### src/rtl/key_event_decoder.sv
// Two-key click decoder: synchronizes active-low key levels and classifies each press
// as a short click, a double click or a long press, using a shared 1 ms prescaler.
module key_event_decoder #(
  parameter int CLK_HZ    = 50_000_000,
  parameter int LONG_MS   = 1000,
  parameter int DCLICK_MS = 300
) (
  input  logic       clk,
  input  logic       rst_n,
  input  logic [1:0] key_n,
  output logic [1:0] short_evt,
  output logic [1:0] long_evt,
  output logic [1:0] dbl_evt,
  output logic [1:0] held
);

  localparam int PRE_MAX = CLK_HZ / 1000 - 1;
  localparam int PRE_W   = (PRE_MAX < 2) ? 1 : $clog2(PRE_MAX + 1);
  localparam logic [PRE_W-1:0] PRE_TC    = PRE_W'(PRE_MAX);
  localparam logic [16:0]      LONG_TC   = 17'(LONG_MS);
  localparam logic [16:0]      DCLICK_TC = 17'(DCLICK_MS);
  localparam logic [15:0]      CNT_SAT   = 16'hFFFF;

  typedef enum logic [2:0] {
    S_IDLE,
    S_PRESSED,
    S_LONG_HELD,
    S_WAIT2,
    S_PRESSED2
  } state_e;

  logic [1:0] sync1_q;
  logic [1:0] ks_q;

  // NOTE: sequential state uses non-blocking assignments so every flop samples
  // pre-edge values regardless of statement order; the synchronizer resets to
  // "released" so a reset never manufactures a press.
  always_ff @(posedge clk or negedge rst_n) begin
    if (!rst_n) begin
      sync1_q <= 2'b11;
      ks_q    <= 2'b11;
    end else begin
      sync1_q <= key_n;
      ks_q    <= sync1_q;
    end
  end

  logic [PRE_W-1:0] pre_q;
  logic             tick;

  always_ff @(posedge clk or negedge rst_n) begin
    if (!rst_n) begin
      pre_q <= '0;
    end else if (pre_q == PRE_TC) begin
      pre_q <= '0;
    end else begin
      pre_q <= pre_q + 1'b1;
    end
  end

  assign tick = (pre_q == PRE_TC);

  for (genvar k = 0; k < 2; k++) begin : g_key
    state_e      state_q;
    logic [15:0] cnt_q;
    logic [16:0] cnt_inc;
    logic        short_q;
    logic        long_q;
    logic        dbl_q;
    logic        held_q;

    // Threshold compare is done one count ahead so the event lands on the tick itself.
    assign cnt_inc = {1'b0, cnt_q} + 17'd1;

    // A key-level change is tested before the tick in every state, so a release or
    // press landing on a threshold tick always wins.
    always_ff @(posedge clk or negedge rst_n) begin
      if (!rst_n) begin
        state_q <= S_IDLE;
        cnt_q   <= '0;
        short_q <= 1'b0;
        long_q  <= 1'b0;
        dbl_q   <= 1'b0;
        held_q  <= 1'b0;
      end else begin
        short_q <= 1'b0;
        long_q  <= 1'b0;
        dbl_q   <= 1'b0;
        if (tick && cnt_q != CNT_SAT) begin
          cnt_q <= cnt_q + 16'd1;
        end
        case (state_q)
          S_IDLE: begin
            if (!ks_q[k]) begin
              state_q <= S_PRESSED;
              cnt_q   <= '0;
            end
          end
          S_PRESSED: begin
            if (ks_q[k]) begin
              state_q <= S_WAIT2;
              cnt_q   <= '0;
            end else if (tick && cnt_inc == LONG_TC) begin
              state_q <= S_LONG_HELD;
              cnt_q   <= '0;
              long_q  <= 1'b1;
              held_q  <= 1'b1;
            end
          end
          S_LONG_HELD: begin
            if (ks_q[k]) begin
              state_q <= S_IDLE;
              cnt_q   <= '0;
              held_q  <= 1'b0;
            end
          end
          S_WAIT2: begin
            if (!ks_q[k]) begin
              state_q <= S_PRESSED2;
              cnt_q   <= '0;
            end else if (tick && cnt_inc == DCLICK_TC) begin
              state_q <= S_IDLE;
              cnt_q   <= '0;
              short_q <= 1'b1;
            end
          end
          S_PRESSED2: begin
            if (ks_q[k]) begin
              state_q <= S_IDLE;
              cnt_q   <= '0;
              dbl_q   <= 1'b1;
            end
          end
          default: begin
            state_q <= S_IDLE;
            cnt_q   <= '0;
            held_q  <= 1'b0;
          end
        endcase
      end
    end

    assign short_evt[k] = short_q;
    assign long_evt[k]  = long_q;
    assign dbl_evt[k]   = dbl_q;
    assign held[k]      = held_q;
  end

endmodule

### config.mk
export PLATFORM = sky130hd
export DESIGN_NAME = key_event_decoder
export DESIGN_NICKNAME = d
export VERILOG_FILES = /design/src/rtl/key_event_decoder.sv
export SDC_FILE = /design/constraint.sdc
export NUM_CORES = 1
export LEC_CHECK = 0
export ABC_AREA = 1
export CAP_MARGIN = 5
export CORE_UTILIZATION = 65
export CTS_BUF_LIST = sky130_fd_sc_hd__clkbuf_8
export DETAILED_ROUTE_END_ITERATION = 16
export GPL_TIMING_DRIVEN = 0
export PLACE_DENSITY = 0.82
export SLEW_MARGIN = 15
export SYNTH_ARGS = -nofsm -noshare
export SYNTH_HDL_FRONTEND = slang
export SYNTH_SLANG_ARGS = --single-unit
### constraint.sdc
create_clock -name clk -period 3.6 [get_ports clk]
set_clock_uncertainty 0.05 [all_clocks]
set_input_delay 0.54 -clock clk [delete_from_list [all_inputs] [get_ports clk]]
set_output_delay 0.54 -clock clk [all_outputs]
set_load 0.005 [all_outputs]
### Word level (Yosys, flattened, before mapping)

Cells that the tools add are included.

| storage, ports and cells | value |
|---|---|
| register bits after elaboration | 66 |
| bits in latches | 0 |
| bits in writable memories | 0 |
| memory bits (read-only) | 0 |
| input bits | 4 |
| output and inout bits | 8 |
| word-level logic and storage cells | 122 |
| memories | 0 |

| operators by class | value |
|---|---|
| add/subtract/negate cells | 5 |
| multipliers | 0 |
| div/mod/pow operators | 0 |
| order comparisons | 0 |
| eq/ne operators | 29 |
| shift operators | 0 |
| muxes and demuxes | 55 |
| bitwise logic cells | 2 |
| reductions and logical operators | 16 |

Operators by type and width:

| cell | number |
|---|---|
| $mux W16 | 15 |
| $pmux W16 S4 | 2 |
| $add A16 B1 Y16 const B | 3 |
| $mux W3 | 12 |
| $add A16 B1 Y17 const B | 2 |
| $eq A17 B10 Y1 const B | 2 |
| $eq A17 B9 Y1 const B | 2 |
| $ne A16 B16 Y1 const B | 2 |
| $pmux W3 S4 | 2 |
| $mux W1 | 22 |
| $eq A16 B16 Y1 const B | 1 |
| $ne A2 B2 Y1 const B | 8 |
| $reduce_and A4 Y1 | 4 |
| $eq A3 B2 Y1 const B | 4 |
| $ne A3 B3 Y1 const B | 4 |
| $eq A3 B1 Y1 const B | 2 |
| $eq A3 B3 Y1 const B | 2 |
| $logic_and A1 B1 Y1 | 6 |
| $logic_not A3 Y1 | 2 |
| $pmux W1 S3 | 2 |
| $reduce_or A3 Y1 | 2 |
| $ne A2 B1 Y1 const B | 2 |
| $reduce_or A2 Y1 | 2 |
| $not A1 Y1 | 2 |

### Depth between registers and ports, before layout

| logic depth | value |
|---|---|
| depth after elaboration | 6 |
| mapped depth | 16 |
| depth with buffers taken out | 15 |

### Least setup slack after synthesis

OpenSTA, ideal clock, no wires.

| path | value |
|---|---|
| kind | flip-flop to flip-flop |
| start point | reg g_key[0].cnt_q[0] |
| end point | reg g_key[0].state_q[1] |
| library setup time | 0.117 ns |
| arrival time | 1.867 ns |
| data required time | 3.433 ns |
| path slack | 1.566 ns |
| cell stages (with the launch flop) | 17 |
| path buffers | 1 |
| path through | dfrtp_1 -> ha_1 -> nand2_2 -> inv_1 -> nor2_1 -> nand2_1 -> nor2_1 -> nand2_1 -> nor2_2 -> nand2_1 -> nor2_1 -> nand2_2 -> nand2_4 -> nand3_4 -> buf_6 -> nand2_2 -> nand2_2 |

| between the ends | value |
|---|---|
| word-level cells in the longest chain between the ends | 5 |
| elaborated cells between the ends (all ways) | 8 |
| those cells by class | add/sub: 1; eq/ne: 4; reduce/logical: 3 |

RTL lines:

| item | RTL line | RTL |
|---|---|---|
| start: declaration | 65 | `logic [15:0] cnt_q;` |
| start signal: assignment | 90 | `cnt_q <= cnt_q + 16'd1;` |
| $add A16 B1 Y17 * | 73 | `assign cnt_inc = {1'b0, cnt_q} + 17'd1;` |
| $eq A17 B9 Y1 / $eq A17 B10 Y1 (equally long branches) | 121, 103 |  |
| $logic_and A1 B1 Y1 (on tied branches) | 121, 103 |  |
| $ne A3 B3 Y1 (no line) | n/a |  |
| $reduce_and A4 Y1 (no line) * | n/a |  |
| end signal: assignment | 119 | `state_q <= S_PRESSED2;` |
| end signal: assignment | 122 | `state_q <= S_IDLE;` |
| end signal: assignment | 129 | `state_q <= S_IDLE;` |
| end: declaration | 64 | `state_e state_q;` |

Mark *: on every way between the ends. The rest lies on a longest branch, timed or not.
A chain may end at the register's enable or synchronous reset.

### Worst setup path in the final report

| path | value |
|---|---|
| start point | reg pre_q[0] |
| end point | reg g_key[0].cnt_q[15] |

| between the ends | value |
|---|---|
| word-level cells in the longest chain between the ends | 6 |
| elaborated cells between the ends (all ways) | 12 |
| those cells by class | eq/ne: 1; mux: 8; reduce/logical: 3 |

RTL lines:

| item | RTL line | RTL |
|---|---|---|
| start: declaration | 48 | `logic [PRE_W-1:0] pre_q;` |
| start signal: assignment | 57 | `pre_q <= pre_q + 1'b1;` |
| $eq A16 B16 Y1 * | 61 | `assign tick = (pre_q == PRE_TC);` |
| $logic_and A1 B1 Y1 | 89 | `if (tick && cnt_q != CNT_SAT) begin` |
| $mux W16 | 89 |  |
| $mux W16 (on tied branches) | 121, 103 |  |
| $mux W16 (on tied branches) | 118, 100 |  |
| $pmux W16 S4 * | 92 | `case (state_q)` |

Marks and branches as above.

==> run metrics <==
run status finished, final reports clean; Slew @ Worst Pin about 0.57 ns; DP Worst Slack ~1.2 ns; Worst VDD drop around 0.43 mV; asr flop ratio synth 100%; routed length per instance roughly 12 um; top cell type's share of synthesized area between 30% and 40%; die span in y about 85 um; core region area between 6000 and 7000 sq um; Fill cells 536; Hold Crit Class in -> async; EDFF count, synth 0; Bufs on Longest Clock Path 2; Yosys top cell by area dfrtp_1; Crit Path Max Fanout 8; syn_nets 679; critical path launch point type flip-flop; Initial Util between 60% and 70%; period utilization about two thirds; Seq/Total Area, Yosys 37.1%; horizontal die dimension between 80 and 90 um; biggest regs g_key.cnt_q x32, pre_q x16, g_key.state_q x6; r2r worst-path depth 12; Final ANT Viol Nets 0; Worst slew margin 61.4%; Die Footprint slightly above 7000 sq um; vias in the first global route between 3000 and 4000; post-layout min period 2.41 ns; Num Clock Sinks 66; Antenna Cells 0; Site Rows 29; Hold Vio Cnt, Final 0; post-CTS sizing 0; CP Capture Type flip-flop; Reg clk slew, reported paths 0.07 ns; layout cells sized above 1 12.0%; total CTS buffers 9; vias per cell ~5.3; total power draw approximately 1.8 mW; post-route setup slack 1.19 ns; RSZ-0062 raised after global routing no; top post-synthesis cells by count nand2_1 (189), inv_1 (118), nor2_1 (81); initial antenna violation count 0; GPL Wtd Cong 0.949; Setup violations, final 0; hpwl dp roughly 7000 um; via count between 4000 and 5000; port buffer count 11; multi-input combinational cell area roughly 2200 sq um; Mapped Cells 670; final setup TNS 0 ns; GR Overflow Total 0; largest net degree at the start of global routing 48; largest cells by area after synthesis dfrtp_1 (35%), nand2_1 (16%), inv_1 (9.9%), nor2_1 (6.8%), o21ai_0 (4.7%); Crit Path Category reg -> reg; gr usage total between 20 and 30%; Req. time, crit path 3.76 ns; starting DRC count in detailed routing approximately 300; CP startpoint pre_q[0]; Power Density 376 nW/um^2; worst flop-to-flop path startpoint pre_q[0]; worst endpoint data arrival time approximately 2.6 ns; number of synthesis warnings 0; max_cap viols 0; sequential cell area approximately 1700 sq um; FF+latch count, synth 66; Post-Route WL between 9000 and 10000 um; DRC viols 0; cts hold-fix bufs 0; ys flop type dfrtp_1; TritonRoute pass-1 iters 5; Top reg by flops g_key.cnt_q; CTS tree yes; Reg-to-Reg End g_key[0].cnt_q[15]; count of cell types in the netlist 32; worst-skew pair later-pin latency between 0.3 and 0.4 ns; first-pass GRT wire length roughly 16000 um; r2r setup slk approximately 1.2 ns; H-tree lvl count 3; average cell area after synthesis 6.66 sq um; Slew Limit Fails 0; most common cell in the netlist nand2_1; hold slack final approximately 0.015 ns; postcts setup bufs 0; Post-Syn Area between 4000 and 5000 sq um; Root Driver clkbuf_8; Achievable Freq 0.415 GHz; Layout Nets 702; area grow syn2layout 9.25%; Ports 12; leakage 2.62 nW; max FFs per register 32
kinds of logic after synthesis:
kind of cell	Yosys count	share of synthesized area, %
AOI/OAI and AO/OA	71	8.72
xor gates and xnor gates	5	0.981
muxes	1	0.224
DFF	66	37.1
buffers and inverters	140	12.6
and+or+nand+nor	382	38.9
adders and majority gates	5	1.40
worst max-delay path by stage:
stage,endpoint,slack [ns],cells after the start
after floorplan,g_key[0].state_q[1],1.57,16
after global placement,g_key[0].long_q,-0.19,1
after detailed placement,g_key[0].cnt_q[15],1.18,12
after CTS,g_key[0].cnt_q[15],1.17,12
after global routing,g_key[1].cnt_q[9],0.93,14
final,g_key[0].cnt_q[15],1.19,12
metal layers:
metal	part of all wire (%)	track usage (%)	wire length, um
met5	0	0	0
met4	2.2	12.2	208
met3	5.2	4.28	491
met2	49	50.5	4660
met1	43	35.0	4090
power breakdown:
group	switching (mW)	internal, mW
combinational	0.289	0.133
sequential	0.0411	0.779
clock	0.280	0.309
final cells by class:
type                       count  share of cell area, %
buffer                        13                   1.80
inverter                     127                   9.78
timing repair buffer          12                   2.77
tap                           77                   1.98
clock buffer                   9                   2.54
sequential                    66                   34.0
clock inverter                 7                   1.18
multi-input combinational    464                   46.0
critical path: stages (launching register included):
cell	delay [ns]
dfrtp_1	0.37
ha_1	0.19
nand2_1	0.09
nor2_4	0.16
nand3_2	0.10
nor2_4	0.25
nand2_2	0.12
nor2_1	0.10
nand2_1	0.07
nor2_1	0.13
nand2_2	0.12
a21oi_2	0.39
a21oi_1	0.12
placed cells by master (no fill, tap or decap), types with 2 or more instances in the layout:
| cell | netlist | final |
|---|---|---|
| nand2_1 | 189 | 189 |
| nand3_1 | 35 | 35 |
| clkbuf_1 | 3 | 3 |
| o21ai_0 | 42 | 42 |
| nor2_1 | 81 | 81 |
| dfstp_2 | 4 | 4 |
| nand3_4 | 2 | 2 |
| nand4_1 | 19 | 19 |
| inv_1 | 118 | 122 |
| nor3_1 | 14 | 14 |
| clkbuf_8 | 0 | 9 |
| nor2_4 | 7 | 7 |
| o21bai_1 | 3 | 3 |
| a31oi_1 | 2 | 2 |
| nand2_2 | 19 | 19 |
| xor2_1 | 5 | 5 |
| ha_1 | 5 | 5 |
| nand2_4 | 4 | 4 |
| a21oi_2 | 2 | 2 |
| o211ai_1 | 3 | 3 |
| a21oi_1 | 17 | 17 |
| clkdlybuf4s50_1 | 0 | 10 |
| buf_4 | 8 | 9 |
| nor2_2 | 9 | 9 |
| dfrtp_1 | 62 | 62 |
| inv_2 | 9 | 9 |
per-stage QoR:
step           std cells  util, %  area [sq um]
6_report             775     75.1          4880
5_1_grt              775     75.1          4880
4_1_cts              775     75.1          4880
3_5_place_dp         759     72.3          4690
3_3_place_gp         758     71.9          4670
2_1_floorplan        670        -          4460
No activity file was read; power rests on OpenSTA's default activity.
